[src/rtl/dmem_arbiter.sv]
// Two-master arbiter for the MiniRISC data memory bus.
//
// Serialises CPU and DMA requests onto the single data memory port as one-cycle
// registered accesses (IDLE -> ACCESS -> DONE), returning read data alongside a
// one-cycle ack. All outputs are registered; bus outputs are zero outside ACCESS
// so the block can sit on a wired-OR bus.
//
// Ports:
//   clk, rst_n                      clock, asynchronous active-low reset
//   dbg_is_brk                      breakpoint: blocks new grants
//   cpu_req/wr/addr/wdata           CPU request channel
//   cpu_ack, cpu_rdata              CPU completion pulse and read data
//   dma_req/wr/addr/wdata/lock      DMA request channel, lock asks for a burst
//   dma_ack, dma_rdata              DMA completion pulse and read data
//   mem_addr/dout/wr/rd, mem_din    data memory bus
//   owner                           0 = CPU, 1 = DMA (current or last access)
module dmem_arbiter #(
  parameter int unsigned MAX_BURST    = 4,
  parameter int unsigned STARVE_LIMIT = 3
) (
  input  logic       clk,
  input  logic       rst_n,
  input  logic       dbg_is_brk,
  input  logic       cpu_req,
  input  logic       cpu_wr,
  input  logic [7:0] cpu_addr,
  input  logic [7:0] cpu_wdata,
  output logic       cpu_ack,
  output logic [7:0] cpu_rdata,
  input  logic       dma_req,
  input  logic       dma_wr,
  input  logic [7:0] dma_addr,
  input  logic [7:0] dma_wdata,
  input  logic       dma_lock,
  output logic       dma_ack,
  output logic [7:0] dma_rdata,
  output logic [7:0] mem_addr,
  output logic [7:0] mem_dout,
  output logic       mem_wr,
  output logic       mem_rd,
  input  logic [7:0] mem_din,
  output logic       owner
);

  localparam logic [3:0] MaxBurst    = 4'(MAX_BURST);
  localparam logic [3:0] StarveLimit = 4'(STARVE_LIMIT);

  typedef enum logic [1:0] {StIdle, StAccess, StDone} state_e;

  state_e     state_q, state_d;
  logic [7:0] mem_addr_q, mem_addr_d;
  logic [7:0] mem_dout_q, mem_dout_d;
  logic       mem_wr_q, mem_wr_d;
  logic       mem_rd_q, mem_rd_d;
  logic       owner_q, owner_d;
  logic [3:0] burst_q, burst_d;
  logic [3:0] starve_q, starve_d;
  logic       cpu_ack_q, cpu_ack_d;
  logic       dma_ack_q, dma_ack_d;
  logic [7:0] cpu_rdata_q, cpu_rdata_d;
  logic [7:0] dma_rdata_q, dma_rdata_d;

  logic both_req;
  logic dma_win;

  assign both_req = cpu_req & dma_req;

  // Winner selection; only meaningful in IDLE with at least one request.
  always_comb begin
    dma_win = dma_req;
    if (both_req) begin
      if (owner_q && dma_lock && (burst_q < MaxBurst)) begin
        dma_win = 1'b1;
      end else if (starve_q >= StarveLimit) begin
        dma_win = 1'b1;
      end else begin
        dma_win = 1'b0;
      end
    end
  end

  always_comb begin
    state_d     = state_q;
    mem_addr_d  = '0;
    mem_dout_d  = '0;
    mem_wr_d    = 1'b0;
    mem_rd_d    = 1'b0;
    owner_d     = owner_q;
    burst_d     = burst_q;
    starve_d    = starve_q;
    cpu_ack_d   = 1'b0;
    dma_ack_d   = 1'b0;
    cpu_rdata_d = '0;
    dma_rdata_d = '0;

    unique case (state_q)
      StIdle: begin
        if (!dbg_is_brk && (cpu_req || dma_req)) begin
          state_d = StAccess;
          owner_d = dma_win;
          if (dma_win) begin
            mem_addr_d = dma_addr;
            mem_wr_d   = dma_wr;
            mem_rd_d   = ~dma_wr;
            mem_dout_d = dma_wr ? dma_wdata : 8'h00;
            starve_d   = '0;
            if (dma_lock) begin
              burst_d = (burst_q == 4'hF) ? burst_q : burst_q + 4'd1;
            end else begin
              burst_d = '0;
            end
          end else begin
            mem_addr_d = cpu_addr;
            mem_wr_d   = cpu_wr;
            mem_rd_d   = ~cpu_wr;
            mem_dout_d = cpu_wr ? cpu_wdata : 8'h00;
            burst_d    = '0;
            if (both_req) begin
              starve_d = (starve_q == 4'hF) ? starve_q : starve_q + 4'd1;
            end
          end
        end
      end
      StAccess: begin
        // Bus outputs fall back to zero (defaults); writes return zero data.
        state_d = StDone;
        if (owner_q) begin
          dma_ack_d   = 1'b1;
          dma_rdata_d = mem_rd_q ? mem_din : 8'h00;
        end else begin
          cpu_ack_d   = 1'b1;
          cpu_rdata_d = mem_rd_q ? mem_din : 8'h00;
        end
      end
      StDone: begin
        state_d = StIdle;
      end
      default: begin
        state_d = StIdle;
      end
    endcase
  end

  always_ff @(posedge clk or negedge rst_n) begin
    if (!rst_n) begin
      state_q     <= StIdle;
      mem_addr_q  <= '0;
      mem_dout_q  <= '0;
      mem_wr_q    <= 1'b0;
      mem_rd_q    <= 1'b0;
      owner_q     <= 1'b0;
      burst_q     <= '0;
      starve_q    <= '0;
      cpu_ack_q   <= 1'b0;
      dma_ack_q   <= 1'b0;
      cpu_rdata_q <= '0;
      dma_rdata_q <= '0;
    end else begin
      state_q     <= state_d;
      mem_addr_q  <= mem_addr_d;
      mem_dout_q  <= mem_dout_d;
      mem_wr_q    <= mem_wr_d;
      mem_rd_q    <= mem_rd_d;
      owner_q     <= owner_d;
      burst_q     <= burst_d;
      starve_q    <= starve_d;
      cpu_ack_q   <= cpu_ack_d;
      dma_ack_q   <= dma_ack_d;
      cpu_rdata_q <= cpu_rdata_d;
      dma_rdata_q <= dma_rdata_d;
    end
  end

  assign mem_addr  = mem_addr_q;
  assign mem_dout  = mem_dout_q;
  assign mem_wr    = mem_wr_q;
  assign mem_rd    = mem_rd_q;
  assign owner     = owner_q;
  assign cpu_ack   = cpu_ack_q;
  assign dma_ack   = dma_ack_q;
  assign cpu_rdata = cpu_rdata_q;
  assign dma_rdata = dma_rdata_q;

endmodule

[config.mk]
export PLATFORM = sky130hd
export DESIGN_NAME = dmem_arbiter
export DESIGN_NICKNAME = d
export VERILOG_FILES = /design/src/rtl/dmem_arbiter.sv
export SDC_FILE = /design/constraint.sdc
export NUM_CORES = 1
export LEC_CHECK = 0
export CAP_MARGIN = 20
export CORE_ASPECT_RATIO = 1.4
export CORE_MARGIN = 8
export CORE_UTILIZATION = 35
export DETAILED_ROUTE_END_ITERATION = 6
export PLACE_DENSITY = 0.69
export SYNTH_ARGS = -nofsm -noshare
export SYNTH_HDL_FRONTEND = slang
export SYNTH_SLANG_ARGS = --single-unit
[constraint.sdc]
create_clock -name clk -period 5.5 [get_ports clk]
set_clock_uncertainty 0.15 [all_clocks]
set_input_delay 0.55 -clock clk [delete_from_list [all_inputs] [get_ports clk]]
set_output_delay 0.55 -clock clk [all_outputs]
set_load 0.02 [all_outputs]
* Word-level counts from Yosys, hierarchy flattened *
Index checks and enable logic that the tools add are counted.

cells by class
  muxes and demuxes = 34
  div/mod/pow operators = 0
  order comparisons = 2
  $add $sub $neg = 2
  reduce and logical (&&, ||, !) cells = 10
  bitwise gates (word level) = 3
  shift operators = 0
  multipliers = 0
  equal/unequal tests = 6

operators with widths
  kind                 count
  $mux 8               13
  $mux 4               6
  $mux 1               13
  $add 4x1->4 const B  2
  $eq 4x4->1 const B   2
  $ge 4x2->1 const B   1
  $lt 4x3->1 const B   1
  $ne 2x2->1 const B   2
  $pmux 2 s2           1
  $reduce_and 4->1     1
  $logic_and 1x1->1    3
  $ne 3x3->1 const B   1
  $reduce_and 3->1     1
  $eq 2x1->1 const B   1
  $logic_not 2->1      1
  $mux 2               1
  $not 1->1            2
  $reduce_and 2->1     1
  $reduce_bool 2->1    1
  $and 1x1->1          1
  $logic_not 1->1      1
  $logic_or 1x1->1     1

word-level totals
  output and inout port bits = 37
  memory bits (writable) = 0
  bits of input ports = 48
  memories kept = 0
  bits in registers = 47
  word-level logic and storage cells = 69
  latch bits = 0
  ROM bits = 0

* Longest topological paths before layout *
Gate-level depths: netlist of the first run.

  depth in word-level cells = 7
  gate-level depth with buffers = 8
  depth with buffers taken out = 5

* Worst setup path before layout of the first run *
Ideal clock, no wire load.

  kind = register to register
  start = reg starve_q[0]
  end = reg mem_rd_q (netlist: mem_rd)
  stages on the path, launching flop included = 8
  buffers on the path = 2
  period minus slack after synthesis = 2049 ps
  required time = 5231 ps
  data arrival time = 1780 ps
  library setup time = 119 ps
  setup slack = 3451 ps
  cells stage by stage = dfrtp_1 ha_1 or4b_4 buf_6 o21a_1 buf_6 mux2i_1 and2_1

between the ends
  word-level cells in the longest chain between the ends = 7

RTL lines
  what                    RTL line  text
  from (decl)             57        logic [3:0] starve_q, starve_d;
  from (signal assigned)  166       starve_q <= starve_d;
  $ge 4x2->1              74        end else if (starve_q >= StarveLimit) begin
  $mux 1                  74
  $mux 1                  72        if (owner_q && dma_lock && (burst_q < MaxBurst)) begin
  $mux 1                  71        if (both_req) begin
  $mux 1                  101       if (dma_win) begin
  $mux 1                  98        if (!dbg_is_brk && (cpu_req || dma_req)) begin
  $mux 1                  96        unique case (state_q)
  via mem_rd_d            54        logic mem_rd_q, mem_rd_d;
  to (signal assigned)    163       mem_rd_q <= mem_rd_d;
  to (decl)               54

The timed path passes the listed nets, and every way through them passes these cells.
A chain may end at the register's enable or synchronous reset.

* Final worst setup path of the first run *
  start = in cpu_req
  end = reg mem_rd_q (netlist: mem_rd)

between the ends
  word-level cells in the longest chain between the ends = 5
  elaborated cells between the ends (all ways) = 7
  classes of those cells = mux (4); bitwise (1); reduce/logical (2)

RTL lines
  what          RTL line  text
  from (decl)   24        input logic cpu_req,
  $and 1x1->1   66        assign both_req = cpu_req & dma_req;
  $mux 1        71
  $mux 1        101
  $mux 1 *      98
  $mux 1 *      96
  via mem_rd_d  54

The timed path passes the listed nets; every way through them passes the cells marked *.

==> run_results.csv, run 1 <==
group,metric,value,unit
status,status,"finished clean",
floorplanning,io_pins,85,
layout,area_growth,53.7,%
synthesis,postSynthNetCount,226,
timing,grt_setup_unrepaired,"false",
synthesis,yosys_warnings,0,
cts,clk_latency,290,ps
layout,fin_area,2880,µm²
power,power_density,273,nW/µm²
routing,drt_iter0_markers,77,
setup_path,cp-end-kind,"flip-flop",
setup_path,crit_fanout,18,
setup_path,cp.arrival,2410,ps
setup_path,cp_cell_sequence,"clkdlybuf4s50_1 > or4b_4 > o21a_1 > mux2i_1 > and2_1",
power,swShare,0.253,
cts,numCtsBuffers,5,
job,cap_violations,0,
routing,drc,0,
layout,final_nets,310,
power,clockPowerShare,0.327,
global_route,grt-ovfl-total,0,
routing,num_vias,1522,
power,p_switching,199,µW
layout,regArea,1180,µm²
layout,layout_commonest_cell,"clkdlybuf4s50_1",
synthesis,synth_area_leaders,"dfrtp_1 (63%), nand2_1 (6.0%), nand3_1 (4.8%), a21oi_1 (4.3%), nor2_1 (4.0%)",
layout,drive_gt1_frac,0.0613,
timing,fmax,422,MHz
floorplanning,die_area,7980,µm²
placement,dpl_cell_area,2730,µm²
layout,fin_cells,327,
cts,clockBufferDepth,2,
synthesis,seq_area_frac_synth,0.628,
cts,cts_tree,"yes",
timing,hold_slack,312,ps
global_route,grt_pass1_wl,7600,µm
floorplanning,initial_utilization,0.363,
synthesis,synth.top_cell.area_share,0.628,
floorplanning,rows,31,
timing,finalCriticalPeriod,2370,ps
placement,gp_congestion,0.715,
timing,setup_viol,0,
setup_path,r2r-end,"mem_rd",
cts,cts.sinks,47,
timing,maxSlewHeadroom,0.554,
placement,hpwl,3410,µm
synthesis,syn_area_per_cell,10.6,µm²
floorplanning,dieWidth,77.8,µm
setup_path,cp-start-kind,"input pin",
placement,io_buffers,84,
timing,slew_violations,0,
synthesis,ys_types,32,
synthesis,ys_seq_elements,47,
setup_path,worst_r2r_path_depth,5,
synthesis,syn_inst,176,
setup_path,path_class,"input pin to flip-flop",
routing,postRouteAntennaNets,0,
worst_hold_path,min_from,"state_q[1]",
layout,nFillCells,460,
cts,path_clk_slew,80,ps
cts,cts_max_level,2,
placement,dpl.cell_count,317,
timing,finalSetupTns,0,ps
synthesis,ys.flop_type,"dfrtp_1",
layout,multi_input_area,606,µm²
synthesis,syn_area,1870,µm²
power,ir_drop,0.152,mV
routing,wire_per_inst,14.3,µm
timing,hold_violations,0,
worst_hold_path,worstHoldEndpoint,"state_q[1]",
synthesis,synth_top_cell_by_area,"dfrtp_1",
setup_path,slowest_stage,"or4b_4",
cts,cts_root_buffer,"clkbuf_8",
global_route,grt_usage,0.119,
synthesis,synth_edf_count,0,
power,power_frac_comb,0.190,
power,leakagePower,0.00128,µW
setup_path,cpPeakStageDelay,520,ps
floorplanning,core_region_area,5160,µm²
worst_hold_path,min_path_type,"flip-flop to flip-flop",
routing,vias_per_cell,4.65,
setup_path,required,5540,ps
power,internal-power,587,µW
global_route,grt_pass1_vias,1549,
worst_hold_path,hold_depth,1,
setup_path,reg2reg_from,"starve_q[0]",
routing,drt-total-wl,4680,µm
setup_path,rrSetupSlack,3240,ps
floorplanning,chipHeight,103,µm
power,seq_power_share,0.483,
synthesis,postSynth.asyncResetShare,1.00,
global_route,antenna_found_initial,0,
timing,tightest_slew,669,ps
cts,postCtsSetupRepairBufs,0,
layout,n_antenna_cell,0,
layout,most-common-layout-cells,"clkdlybuf4s50_1 (83), dfrtp_1 (47), nand2_1 (30), nor2_1 (20), nand3_1 (18)",
routing,first_pass_iters,4,
global_route,grt_max_degree,48,
timing,fin_crit_sh,0.431,
-- logic make-up (layout without fill, tap and decap cells) --
logic type / Yosys count / after routing / synth area share
simple gates: 80 / 80 / 0.196
flops: 47 / 47 / 0.628
compound gates: 28 / 28 / 0.0969
buf+inv: 16 / 101 / 0.0481
mux: 3 / 3 / 0.0174
fa+ha+maj: 2 / 2 / 0.0134
-- registers in the layout (all words and copies together), names as in the netlist, 2 cells and up --
register / flops
mem_addr: 8
starve_q: 4
state_q: 2
dma_rdata: 8
mem_dout: 8
cpu_rdata: 8
burst_q: 4
-- worst max-delay path by stage --
stage	depth (start not counted)	from	slack, ps	to
final	5	cpu_req	3130	mem_rd
after global routing	5	dma_lock	3010	mem_rd
after CTS	5	cpu_req	3100	mem_rd
after detailed placement	5	cpu_req	2800	mem_rd
after global placement	5	cpu_req	2820	mem_rd
after floorplan	7	starve_q[0]	3450	mem_rd
-- cell type report --
cell class                      instances  share of cell area
Sequential cell                        47               0.409
Timing Repair Buffer                   87               0.303
Multi-Input combinational cell        113               0.210
Clock buffer                            6              0.0287
Tap cell                               66              0.0287
Clock inverter                          2              0.0122
Inverter                                6             0.00783
-- stage by stage --
stage	util	power (µW)	worst slack (ps)
final	0.558	786	3130
after global placement	0.529	534	2820
after CTS	0.552	799	3100
after detailed placement	0.529	537	2800
after global routing	0.558	837	3010
after floorplan	-	462	3450
-- critical path, delay by kind of cell --
family | cells | cell delay [ps]
AOI/OAI and AO/OA | 1 | 450
buffers and inverters | 1 | 480
and+or+nand+nor | 2 | 710
muxes | 1 | 210
-- repair_timing --
action / CTS / global route
gates resized for setup: 0 / 0
hold buffers: 0 / 1
hold endpoints to repair: 0 / 5
setup endpoints to repair: 0 / 0
-- cells in the mapped netlist (all sizes together), types with 3 or more instances --
| cell type | instances |
|---|---|
| dfrtp | 47 |
| nand2 | 30 |
| nor2 | 20 |
| nand3 | 18 |
| a21oi | 16 |
| buf | 6 |
| inv | 6 |
| clkbuf | 4 |
| o211ai | 3 |
| o21ai | 3 |
-- power by group through the flow --
stage	clock network [µW]	registers, µW	logic, µW
detailed placement	0	387	150
floorplan	0	399	62.9
global route	287	383	167
global placement	0	387	148
CTS	269	380	150
finish	257	380	150
-- metal layers --
layer / GRT usage / wire length (µm) / part of all wire
met5: 0 / 0 / 0
met4: 0.0394 / 45 / 0.0096
met3: 0.0462 / 359 / 0.077
met1: 0.139 / 1910 / 0.41
met2: 0.197 / 2370 / 0.51
(Power assumes the default switching activity.)
==> run 2, diff against run 1 <==
==> constraint.sdc (replaced) <==
create_clock -name clk -period 2.25 [get_ports clk]
set_clock_uncertainty 0.15 [all_clocks]
set_input_delay 0.225 -clock clk [delete_from_list [all_inputs] [get_ports clk]]
set_output_delay 0.225 -clock clk [all_outputs]
set_load 0.02 [all_outputs]
==> run_results.csv, run 2 (synthesis gave the netlist of run 1 again) <==
group,metric,value,unit
status,status,"finished clean",
worst_hold_path,hold_depth,3,
setup_path,worstSetupEndpoint,"burst_q[0]",
floorplanning,chipHeight,103,µm
setup_path,cp-start-kind,"flip-flop",
timing,grt_setup_unrepaired,"false",
routing,first_pass_iters,4,
setup_path,cp-end-kind,"flip-flop",
floorplanning,rows,31,
timing,maxSlewHeadroom,0.614,
layout,regArea,1180,µm²
layout,multi_input_area,606,µm²
floorplanning,dieWidth,77.8,µm
routing,num_vias,1552,
floorplanning,initial_utilization,0.363,
layout,layout_commonest_cell,"clkdlybuf4s50_1",
timing,hold_violations,0,
setup_path,crit_start,"starve_q[0]",
setup_path,slowest_stage,"or4b_4",
setup_path,required,2280,ps
cts,cts_tree,"yes",
setup_path,cp.arrival,2100,ps
cts,clockBufferDepth,2,
placement,gp_congestion,0.757,
setup_path,cpPeakStageDelay,540,ps
cts,clk_latency,300,ps
cts,cts.sinks,47,
global_route,grt-ovfl-total,0,
setup_path,path_class,"flip-flop to flip-flop",
timing,finalCriticalPeriod,2070,ps
cts,numCtsBuffers,5,
power,power_density,666,nW/µm²
layout,area_growth,55.1,%
routing,vias_per_cell,4.72,
routing,drt_iter0_markers,79,
cts,cts_max_level,2,
global_route,grt_usage,0.125,
floorplanning,io_pins,85,
routing,wire_per_inst,14.7,µm
layout,final_nets,312,
timing,hold_slack,297,ps
setup_path,cp_cell_sequence,"ha_1 > or4b_4 > o211ai_2 > nor2_1 > mux2_2",
floorplanning,die_area,7980,µm²
global_route,grt_max_degree,48,
layout,most-common-layout-cells,"clkdlybuf4s50_1 (83), dfrtp_1 (47), nand2_1 (30), nor2_1 (20), nand3_1 (18)",
global_route,antenna_found_initial,0,
layout,nFillCells,460,
placement,io_buffers,84,
layout,drive_gt1_frac,0.0684,
setup_path,reg2reg_from,"starve_q[0]",
cts,postCtsSetupRepairBufs,0,
power,ir_drop,0.324,mV
setup_path,r2r-end,"burst_q[0]",
timing,finalSetupTns,0,ps
worst_hold_path,min_path_type,"input pin to flip-flop",
timing,setup_viol,0,
global_route,grt_pass1_wl,7940,µm
cts,path_clk_slew,100,ps
timing,slew_violations,0,
placement,hpwl,3600,µm
power,leakagePower,0.00129,µW
global_route,grt_pass1_vias,1613,
timing,fmax,483,MHz
timing,tightest_slew,579,ps
setup_path,crit_fanout,6,
cts,cts_root_buffer,"clkbuf_8",
floorplanning,core_region_area,5160,µm²
timing,fin_crit_sh,0.921,
routing,drt-total-wl,4830,µm
routing,drc,0,
setup_path,rrSetupSlack,180,ps
job,cap_violations,0,
setup_path,worst_r2r_path_depth,5,
layout,n_antenna_cell,0,
routing,postRouteAntennaNets,0,
run 2: worst min path at each step:
stage,to,from,slack (ps)
4_1_cts,mem_addr[0],dma_addr[0],290
6_report,mem_addr[7],dma_addr[7],300
2_1_floorplan,burst_q[0],rst_n,-220
5_1_grt,mem_addr[7],dma_addr[7],290
3_3_place_gp,dma_rdata[4],rst_n,200
3_5_place_dp,dma_rdata[4],rst_n,190
run 2: worst max-delay path, delay by kind of cell, from the launching register on:
family	cells	cell delay [ps]
muxes	1	260
AOI/OAI and AO/OA	1	310
and+or+nand+nor	2	610
adders and majority gates	1	210
DFF	1	420
run 2: stage by stage:
step	cells	utilization	area, µm²	setup WS [ps]	power [µW]
floorplan	176	-	1870	201	1130
detailed placement	320	0.538	2780	79.9	1330
global placement	320	0.538	2780	126	1330
CTS	329	0.563	2900	180	1960
global route	329	0.563	2900	103	2050
finish	329	0.563	2900	178	1930
run 2: what timing repair did:
action | 4_1_cts | 5_1_grt
hold endpoints to repair | 47 | 0
hold buffers | 1 | 0
resized for setup | 0 | 0
run 2: metal layers:
metal / global-route usage / up-vias / routed length (µm)
met4: 0.0525 / 0 / 76
met2: 0.199 / 49 / 2450
li1: - / 757 / -
met3: 0.0471 / 7 / 360
met1: 0.149 / 739 / 1950
met5: 0 / - / 0
run 2: report_power, final:
group          switching, µW  internal (µW)
clock network            287            335
logic                    188            194
registers               35.8            894
run 2: cell type report:
cell class / count / area share
clock inverters: 3 / 0.0159
clock buffers: 5 / 0.0237
flip-flops and latches: 47 / 0.405
multi-input cells: 113 / 0.209
well taps: 66 / 0.0284
inverters: 6 / 0.00776
repair buffers: 89 / 0.310
